==> src/rtl/mc_debounce.sv <==
// Multi-channel switch/button debouncer: per-channel synchronizer + saturating stability counter.
// Optional `DEBOUNCE_EDGE_EN builds registered rise/fall pulses; otherwise they are tied to 0.
module mc_debounce #(
  parameter int CH           = 8,
  parameter int TICK_DIV     = 1000000,
  parameter int STABLE_TICKS = 3,
  parameter int SYNC_STAGES  = 2
) (
  input  logic          clk,
  input  logic          reset,
  input  logic [CH-1:0] sw,
  output logic [CH-1:0] db,
  output logic [CH-1:0] rise,
  output logic [CH-1:0] fall,
  output logic          tick
);

  localparam int PW = (TICK_DIV > 2) ? $clog2(TICK_DIV) : 1;
  localparam int CW = (STABLE_TICKS > 1) ? $clog2(STABLE_TICKS + 1) : 1;
  localparam logic [PW-1:0] PRESC_LAST = PW'(TICK_DIV - 1);
  localparam logic [CW-1:0] CNT_LAST   = CW'(STABLE_TICKS - 1);

  if (TICK_DIV < 2 || STABLE_TICKS < 1 || SYNC_STAGES < 2) begin : gBadParams
    $error("mc_debounce: requires TICK_DIV>=2, STABLE_TICKS>=1, SYNC_STAGES>=2");
  end

  logic [PW-1:0]                  presc_q;
  logic                           tick_q;
  logic [CH-1:0][SYNC_STAGES-1:0] syncChain_q;
  logic [CH-1:0]                  syncS;
  logic [CH-1:0][CW-1:0]          stableCnt_q, stableCnt_d;
  logic [CH-1:0]                  db_q, db_d;

  // Shared prescaler; tick is registered so it lands the cycle after the terminal count.
  always_ff @(posedge clk or negedge reset) begin
    if (!reset) begin
      presc_q <= '0;
      tick_q  <= 1'b0;
    end else begin
      presc_q <= (presc_q == PRESC_LAST) ? '0 : presc_q + 1'b1;
      tick_q  <= (presc_q == PRESC_LAST);
    end
  end

  always_ff @(posedge clk or negedge reset) begin
    if (!reset) begin
      syncChain_q <= '0;
    end else begin
      for (int i = 0; i < CH; i++) begin
        syncChain_q[i] <= {syncChain_q[i][SYNC_STAGES-2:0], sw[i]};
      end
    end
  end

  // A return to the current db level wipes the count, so glitches earn no partial credit.
  always_comb begin
    syncS       = '0;
    stableCnt_d = stableCnt_q;
    db_d        = db_q;
    for (int i = 0; i < CH; i++) begin
      syncS[i] = syncChain_q[i][SYNC_STAGES-1];
      if (syncS[i] == db_q[i]) begin
        stableCnt_d[i] = '0;
      end else if (tick_q) begin
        if (stableCnt_q[i] == CNT_LAST) begin
          db_d[i]        = syncS[i];
          stableCnt_d[i] = '0;
        end else begin
          stableCnt_d[i] = stableCnt_q[i] + 1'b1;
        end
      end
    end
  end

  always_ff @(posedge clk or negedge reset) begin
    if (!reset) begin
      stableCnt_q <= '0;
      db_q        <= '0;
    end else begin
      stableCnt_q <= stableCnt_d;
      db_q        <= db_d;
    end
  end

`ifdef DEBOUNCE_EDGE_EN
  logic [CH-1:0] rise_q, fall_q;

  // Edge pulses are registered alongside db so they coincide with its first new value.
  always_ff @(posedge clk or negedge reset) begin
    if (!reset) begin
      rise_q <= '0;
      fall_q <= '0;
    end else begin
      rise_q <= db_d & ~db_q;
      fall_q <= ~db_d & db_q;
    end
  end

  assign rise = rise_q;
  assign fall = fall_q;
`else
  assign rise = '0;
  assign fall = '0;
`endif

  assign db   = db_q;
  assign tick = tick_q;

endmodule

==> config.mk <==
export PLATFORM = sky130hd
export DESIGN_NAME = mc_debounce
export DESIGN_NICKNAME = d
export VERILOG_FILES = /design/src/rtl/mc_debounce.sv
export SDC_FILE = /design/constraint.sdc
export NUM_CORES = 1
export LEC_CHECK = 0
export ABC_AREA = 1
export ABC_CLOCK_PERIOD_IN_PS = 3800
export CORE_UTILIZATION = 59
export DETAILED_ROUTE_END_ITERATION = 10
export GPL_TIMING_DRIVEN = 0
export HOLD_SLACK_MARGIN = 0.05
export PLACE_DENSITY = 0.84
export SETUP_SLACK_MARGIN = 0.5
export SLEW_MARGIN = 15
export SYNTH_ARGS = -nofsm -noshare
export SYNTH_HDL_FRONTEND = slang
export SYNTH_SLANG_ARGS = --single-unit
==> constraint.sdc <==
create_clock -name clk -period 3.8 [get_ports clk]
set_input_delay 0.38 -clock clk [delete_from_list [all_inputs] [get_ports clk]]
set_output_delay 0.38 -clock clk [all_outputs]
set_load 0.03 [all_outputs]
==> reports/qor.csv, run 1 <==
metric,value,unit
synthSimpleGateAreaFrac,22.61,%
hold_violations,0,
fin_crit,1.824,ns
rr_worst_depth,6,
die_h,71.29,um
grt_util_all_layers,22.91,%
skew,0.005936,ns
min_path_type,input pin to async pin,
ys.flop_type,dfrtp_1,
ff_latch_area,1526,um2
gp_congestion,0.8768,
drt_pre_antenna_iters,7,
cts-buffers-inserted,9,
rows,24,
wl_per_cell,12.26,um
critPathLaunchType,flop,
relSlewSlack,51.60,%
grt_pass1_wl,8.714,mm
overflow,0,
status,"complete, but fails checks",
cts.path.max_buffers,2,
muxShareOfSynthArea,3.048,%
cp_max_fo,3,
post-route-period-util,48.01,%
setup-violations-final,0,
cts-hold-fix-buffers,0,
cp.arrival,1.44,ns
holdWs,0.1084,ns
fillers,327,
die_width,71.29,um
synth_top_area_share,53.89,%
cellLeakagePower,1.684,nW
tns,0,ns
drive_gt1_share,17.48,%
start_util,63.31,%
synth_top_cells_by_area,"dfrtp_1 54%, nand2_1 6.4%, inv_1 4.8%",
h-tree-depth,3,
fin_nets,357,
synth.most_common_cell,dfrtp_1,
post_cts_buffers,0,
dp_hpwl,3.470,mm
violations,design-rule violations,
synth_compound_area_share,4.505,%
synth_top_area_cell,dfrtp_1,
clockRootBuffer,clkbuf_8,
cp_slowest_cell,clkdlybuf4s50_1,
maxSlewViolCount,0,
drc,2,
synth-seq-cells,61,
syn_area_per_cell,9.380,um2
multi_input_area,1085,um2
grt_pass1_vias,2001,
critical_path_buf_inv_count,1,
num_io_pins,35,
synthXorXnorAreaFrac,5.565,%
crit_chain,clkdlybuf4s50_1,
diodes,0,
ctsResizeCount,0,
ant_nets,0,
ys_top_cells_by_count,"61 x dfrtp_1, 48 x nand2_1, 36 x inv_1",
yosysUniqueCellTypes,28,
path_clk_slew,0.06,ns
io_buffers,18,
synth_top_family_by_area,simple AND/OR/NAND/NOR gates,
coreArea,4474,um2
cts.sinks,61,
cts_tree,built,
critPathKind,flop to output pin,
synthesis.area,2833,um2
synth-seq-area-share,53.89,%
max_cap_viol_count,0,
worstPathRequired,3.42,ns
crit_family,buffers and inverters,
antenna_found_initial,0,
critPathCaptureType,output pin,
vdd_ir_drop_max,0.2748,mV
synthToLayoutAreaGrowth,16.39,%
dieArea,5082,um2
critical_path.max_stage_delay,0.69,ns
clock_latency,0.34,ns
fmax,548.2,MHz
crit_cells,1,
grt_start_max_net_pins,62,
synth_adder_area_share,0.4417,%
yosysWarnings,0,
wirelength,4.918,mm
postSynth.asyncResetShare,100.0,%
rsz0062_at_grt,false,
power.density,369.6,nW/um2
dr_total_vias,2032,
worst_pin_slew,0.7260,ns
synthCells,302,
synth-edff-count,0,
vias_per_cell,5.067,
drtIter0Drc,142,
==> kinds of logic (layout without fill, tap and decap cells) <==
| group | Yosys count | in the layout |
|---|---|---|
| adder cells (fa/ha/maj) | 1 | 1 |
| AO/OA/AOI/OAI | 23 | 23 |
| flip-flops | 61 | 61 |
| XOR/XNOR | 18 | 18 |
| buffers and inverters | 57 | 89 |
| AND/OR/NAND/NOR | 133 | 133 |
| multiplexers | 8 | 8 |
| other | 1 | 16 |
==> placed cells by master, fill, tap and decap left out, drive strengths merged, types with 3 or more instances in the layout <==
cell type	synthesis	layout
clkbuf	0	12
inv	38	38
nor3b	3	3
o22ai	10	10
buf	19	20
nor2	45	45
mux2	5	5
xor2	14	14
xnor2	4	4
conb	1	16
o21ai	4	4
mux2i	3	3
nand3	19	19
a21oi	9	9
nand2	55	55
dfrtp	61	61
nand4	4	4
nor3	5	5
clkdlybuf4s50	0	17
==> per-layer routing <==
metal	share of wire [%]	vias to the layer above	GRT usage, %
met5	0	-	0
met3	3.1	13	4.782
met4	2.7	0	14.00
li1	-	1010	-
met2	52	38	39.15
met1	42	971	26.59
==> per-stage QoR <==
stage | cells | setup slack (ns) | utilization, % | area [um2] | power, W
finish | 401 | 1.976 | 73.69 | 3297 | 0.001218
global route | 401 | 1.944 | 73.69 | 3297 | 0.001267
CTS | 401 | 1.972 | 73.69 | 3297 | 0.001232
detailed placement | 387 | 2.363 | 69.99 | 3132 | 0.0007350
global placement | 387 | 0.5248 | 70.05 | 3134 | 0.0007343
floorplan | 317 | 2.391 | - | 2889 | 0.0007118
==> power breakdown <==
| group | leakage (nW) | switching [W] | total, W | internal, W |
|---|---|---|---|---|
| combinational | 0.795 | 0.0000393 | 0.0000607 | 0.0000214 |
| clock | 0.0881 | 0.000233 | 0.000496 | 0.000263 |
| sequential | 0.801 | 0.00000396 | 0.000662 | 0.000658 |
==> worst paths after layout <==
| path | startpoint | end | slack, ns |
|---|---|---|---|
| max | db[4] | db[4] | 1.98 |
| min | reset | stableCnt_q[5] | 0.11 |
| max reg2reg | presc_q[0] | presc_q[5] | 2.39 |
| min reg2reg | syncChain_q[4] | syncChain_q[5] | 0.35 |
| max in group asynchronous | reset | presc_q[6] | 3.22 |
| min in group clk | syncChain_q[4] | syncChain_q[5] | 0.35 |
==> state kept, by name, summed over array words and instances, names as in the netlist <==
register and flops:
tick 1, presc_q 20, stableCnt_q 16, syncChain_q 16, db 8
==> area by class of cell <==
type                       count  area share, %
tap                           52          1.973
sequential                    61          46.30
clock buffer                  12          4.706
inverter                      38          4.326
buffer                        19          4.099
timing repair buffer          18          5.389
clock inverter                 2         0.3036
multi-input combinational    199          32.90
No activity file was read; power rests on OpenSTA's default activity.
==> run 2: changes to the inputs <==
Settings changed: ABC_CLOCK_PERIOD_IN_PS 3800 to 1700, CORE_UTILIZATION 59 to 55, PLACE_DENSITY 0.84 to 0.79.
Clock period 3.8 ns to 1.7 ns, I/O delays scaled along.
==> reports/qor.csv, run 2 (synthesis gave the netlist of run 1 again) <==
metric,value,unit
drive_gt1_share,29.92,%
setup_ws,0.3738,ns
final_common_cell,dfrtp_1,
reg_top3,"presc_q (20), stableCnt_q (16), syncChain_q (16)",
cts-buffers-inserted,9,
cts.sinks,61,
max_cap_viol_count,0,
ff_latch_area,1533,um2
overflow,0,
holdPathStages,1,
dieArea,5441,um2
cp_slowest_cell,dfrtp_1,
power.density,834.2,nW/um2
final_cell_mix,"56 x dfrtp_1, 45 x nand2_1, 35 x inv_1",
vias_per_cell,4.881,
worstPathRequired,1.97,ns
holdWs,0.2727,ns
drc,0,
comb_power_share,4.6,%
start_util,58.43,%
vdd_ir_drop_max,0.6442,mV
status,"finished, final reports clean",
diodes,0,
rr_worst_depth,7,
cts.path.max_buffers,2,
p_seq_share,49.9,%
p_int,0.002338,W
worst_pin_slew,0.7311,ns
clock_latency,0.34,ns
relSlewSlack,51.26,%
skew,0.006133,ns
drt_pre_antenna_iters,4,
fin_nets,368,
die_width,73.77,um
die_h,73.77,um
dp_hpwl,3.441,mm
coreArea,4848,um2
grt_util_all_layers,21.59,%
critPathCaptureType,flop,
critPathKind,flop to flop,
num_io_pins,35,
switching_share,21.14,%
wl_per_cell,12.36,um
path_clk_slew,0.06,ns
setup-violations-final,0,
wirelength,5.290,mm
grt_pass1_wl,8.500,mm
maxSlewViolCount,0,
tns,0,ns
io_buffers,18,
h-tree-depth,3,
rows,25,
pre_cts_slack,0.3274,ns
regMostFlops,presc_q,
antenna_found_initial,0,
ant_nets,0,
post-route-period-util,78.01,%
gp_congestion,0.8703,
critical_path.max_stage_delay,0.40,ns
crit_chain,ha_4 -> nand3_4 -> nor2_4 -> buf_4 -> xor2_1 -> nand2_1 -> inv_1,
fillers,346,
hold_violations,0,
cts_tree,built,
largest_reg_flops,20,
grt_pass1_vias,2069,
dr_total_vias,2089,
critPathLaunchType,flop,
rsz0062_at_grt,true,
postLayoutCellArea,3555,um2
fin_crit,1.326,ns
cp.arrival,1.60,ns
cellLeakagePower,1.805,nW
clockPowerShare,45.4,%
multi_input_area,1215,um2
switchingPower,0.0006269,W
post_dp_cell_area,3172,um2
drtIter0Drc,89,
grt_start_max_net_pins,62,
cp_max_fo,4,
fmax,754.0,MHz
min_path_type,input pin to flop,
clockRootBuffer,clkbuf_8,
synthToLayoutAreaGrowth,25.49,%
[run 2: path summary, 6_finish.rpt]
check	from	to	slack [ns]
max	presc_q[0]	presc_q[6]	0.37
min	sw[5]	syncChain_q[10]	0.27
max reg2reg	presc_q[0]	presc_q[6]	0.37
min reg2reg	syncChain_q[12]	syncChain_q[13]	0.35
max in group asynchronous	reset	presc_q[9]	0.74
min in group asynchronous	reset	syncChain_q[3]	0.44
[run 2: layer usage]
| metal | up-vias | share of wire, % | GRT usage (%) |
|---|---|---|---|
| li1 | 1031 | - | - |
| met3 | 14 | 4.2 | 9.328 |
| met5 | - | 0 | 0 |
| met4 | 0 | 2.6 | 10.04 |
| met2 | 48 | 53 | 36.90 |
| met1 | 996 | 40 | 22.91 |
[run 2: power by group through the flow]
stage | clock network [W] | logic, W | registers, W
6_report | 0.00135 | 0.000137 | 0.00148
5_1_grt | 0.00145 | 0.000151 | 0.00148
4_1_cts | 0.00138 | 0.000139 | 0.00148
3_5_place_dp | 0 | 0.000137 | 0.00151
3_3_place_gp | 0 | 0.000136 | 0.00151
2_1_floorplan | 0 | 0.0000862 | 0.00150
[run 2: layout make-up]
type                    count  area share [%]
plain buffers              19           4.435
flip-flops and latches     61           43.12
clock buffers              11           3.696
repair buffers             29           6.054
inverters                  38           4.083
multi-input cells         199           34.18
well taps                  67           2.358
clock inverters             4           2.077
[run 2: critical path, delay by kind of cell, from the launching register on]
family	cells	cell delay (ns)
buffers and inverters	2	0.19
DFF	1	0.40
and+or+nand+nor	3	0.35
adders and majority gates	1	0.18
xor gates and xnor gates	1	0.15
[run 2: repair_timing]
| item | 4_1_cts | 5_1_grt |
|---|---|---|
| cloned | 0 | 1 |
| buffers inserted | 6 | 3 |
| endpoints found under the setup margin | 31 | 28 |
| hold buffers | 1 | 0 |
| resized for setup | 55 | 26 |
| pin swaps | 7 | 9 |
| hold endpoints to repair | 61 | 0 |
[run 2: through the flow]
step           power, W  std cells  util [%]
2_1_floorplan  0.001591        317         -
3_3_place_gp   0.001642        402     65.47
3_5_place_dp   0.001644        402     65.42
4_1_cts        0.003003        424     71.10
5_1_grt        0.003080        428     73.32
6_report       0.002965        428     73.32
==> run 3: changes to the inputs <==
Settings changed: ABC_CLOCK_PERIOD_IN_PS 1700 to 1070, CORE_UTILIZATION 55 to 50, PLACE_DENSITY 0.79 to 0.76.
Clock period 1.7 ns to 1.07 ns, I/O delays scaled along.
==> reports/qor.csv, run 3 (synthesis gave the netlist of run 1 again) <==
metric,value,unit
cp_max_fo,5,
num_io_pins,35,
rr_worst_depth,7,
die_h,77.27,um
io_buffers,18,
fmax,774.7,MHz
antenna_found_initial,0,
instances_no_fill,445,
setup.worst_path.start,presc_q[0],
die_width,77.27,um
cellLeakagePower,1.991,nW
drc,0,
start_util,51.76,%
regMostFlops,presc_q,
vias_per_cell,4.831,
wl_per_cell,13.52,um
wl_met2,3.269,mm
gp_congestion,0.8691,
critPathKind,flop to flop,
post_dp_cell_area,3244,um2
grt_pass1_vias,2198,
dp.cells,407,
path_clk_slew,0.07,ns
dr_total_vias,2150,
rsz0062_at_grt,true,
grt_pass1_wl,9.708,mm
relSlewSlack,50.54,%
rrSetupSlack,-0.22,ns
top_layer_used,met4,
final_cell_mix,"47 x dfrtp_1, 35 x nand2_1, 33 x inv_1",
overflow,0,
diodes,0,
vdd_ir_drop_max,0.7414,mV
setup-violations-final,44,
dp_hpwl,3.377,mm
fin_nets,379,
hold_violations,61,
status,"complete, but fails checks",
cts.path.max_buffers,2,
rows,27,
synthToLayoutAreaGrowth,43.42,%
drtIter0Drc,64,
holdWs,-0.1700,ns
pre_cts_slack,-0.3097,ns
crit-reg2reg-capture,presc_q[5],
grt_util_all_layers,20.94,%
setup_ws,-0.2208,ns
post-route-period-util,120.6,%
m1WireLength,2.441,mm
final_common_cell,dfrtp_1,
worstPathRequired,1.30,ns
wirelength,6.016,mm
fin_crit,1.291,ns
dieArea,5971,um2
grt_start_max_net_pins,62,
power.density,1140,nW/um2
coreArea,5473,um2
clockRootBuffer,clkbuf_8,
cts_tree,built,
cts.sinks,61,
h-tree-depth,3,
critPathCaptureType,flop,
drive_gt1_share,43.97,%
largest_reg_flops,20,
clock_latency,0.35,ns
min_path_type,input pin to async pin,
drt_pre_antenna_iters,6,
cp.arrival,1.52,ns
reg_top3,"presc_q (20), stableCnt_q (16), syncChain_q (16)",
ant_nets,0,
skew,0.003387,ns
reg2reg_from,presc_q[0],
critPathLaunchType,flop,
violations,"negative hold slack, negative setup slack",
postLayoutCellArea,4063,um2
fillers,374,
worst_pin_slew,0.7420,ns
maxSlewViolCount,0,
wl_met3,183,um
cts-buffers-inserted,9,
max_cap_viol_count,0,
[run 3: cell count changes in the layout (fill, tap and decap cells not counted), moves of 9 or more]
cell,change
o22ai_1,-10
o22ai_2,+9
dfrtp_1,-9
buf_6,+13
dfrtp_2,+9
nand2_1,-10
buf_2,-9
[run 3: where the power goes]
group | internal [W] | switching (W)
clock network | 0.00113 | 0.000913
logic | 0.0000820 | 0.000154
registers | 0.00234 | 0.0000198
total | 0.00355 | 0.00109
[run 3: routing by layer]
metal  GRT usage (%)  vias to the layer above
li1                -                     1055
met1           24.18                     1054
met2           36.73                       29
met3           7.143                       12
met4           5.660                        0
met5               0                        -
[run 3: timing repair]
item | 4_1_cts | 5_1_grt
pin swaps | 19 | 9
endpoints found under the hold margin | 61 | 61
endpoints found under the setup margin | 54 | 54
cloned | 1 | 0
resized for setup | 119 | 34
setup buffers | 17 | 4
[run 3: worst max-delay path, cell delays in order, from the launching register on]
cell,delay (ns)
dfrtp_2,0.39
ha_4,0.17
nand3_4,0.09
nor2_4,0.15
buf_4,0.14
nand3_4,0.10
inv_4,0.10
nor2_1,0.04
[run 3: how the worst max path moves through the flow]
stage                       end  slack, ns  cells past startpoint
finish               presc_q[5]      -0.22                      7
global route        presc_q[18]      -0.32                      7
CTS                  presc_q[6]      -0.24                      7
detailed placement  presc_q[18]      -0.31                      8
global placement          db[5]      -2.22                      1
floorplan           presc_q[17]      -0.16                      8
[run 3: metrics by stage]
| stage | TNS [ns] | utilization, % | total power (W) | hold slack [ns] |
|---|---|---|---|---|
| 3_5_place_dp | -5.348 | 59.28 | 0.002612 | 0.2263 |
| 4_1_cts | -3.976 | 71.03 | 0.004673 | -0.1436 |
| 6_report | -4.574 | 74.23 | 0.004632 | -0.1700 |
| 5_1_grt | -7.364 | 74.23 | 0.004801 | -0.1066 |
| 2_1_floorplan | -2.405 | - | 0.002529 | -0.1886 |
| 3_3_place_gp | -128.60 | 59.33 | 0.002611 | 0.3333 |
[run 3: area by class of cell]
type                            instances  area, um2  area share [%]
Tap cell                               72      90.09           2.217
Clock inverter                          6      62.56           1.540
Sequential cell                        61       1544           38.00
Inverter                               38      150.1           3.696
Multi-Input combinational cell        199       1504           37.02
Buffer                                 19      165.2           4.065
Clock buffer                           10      137.6           3.388
Timing Repair Buffer                   40      409.1           10.07
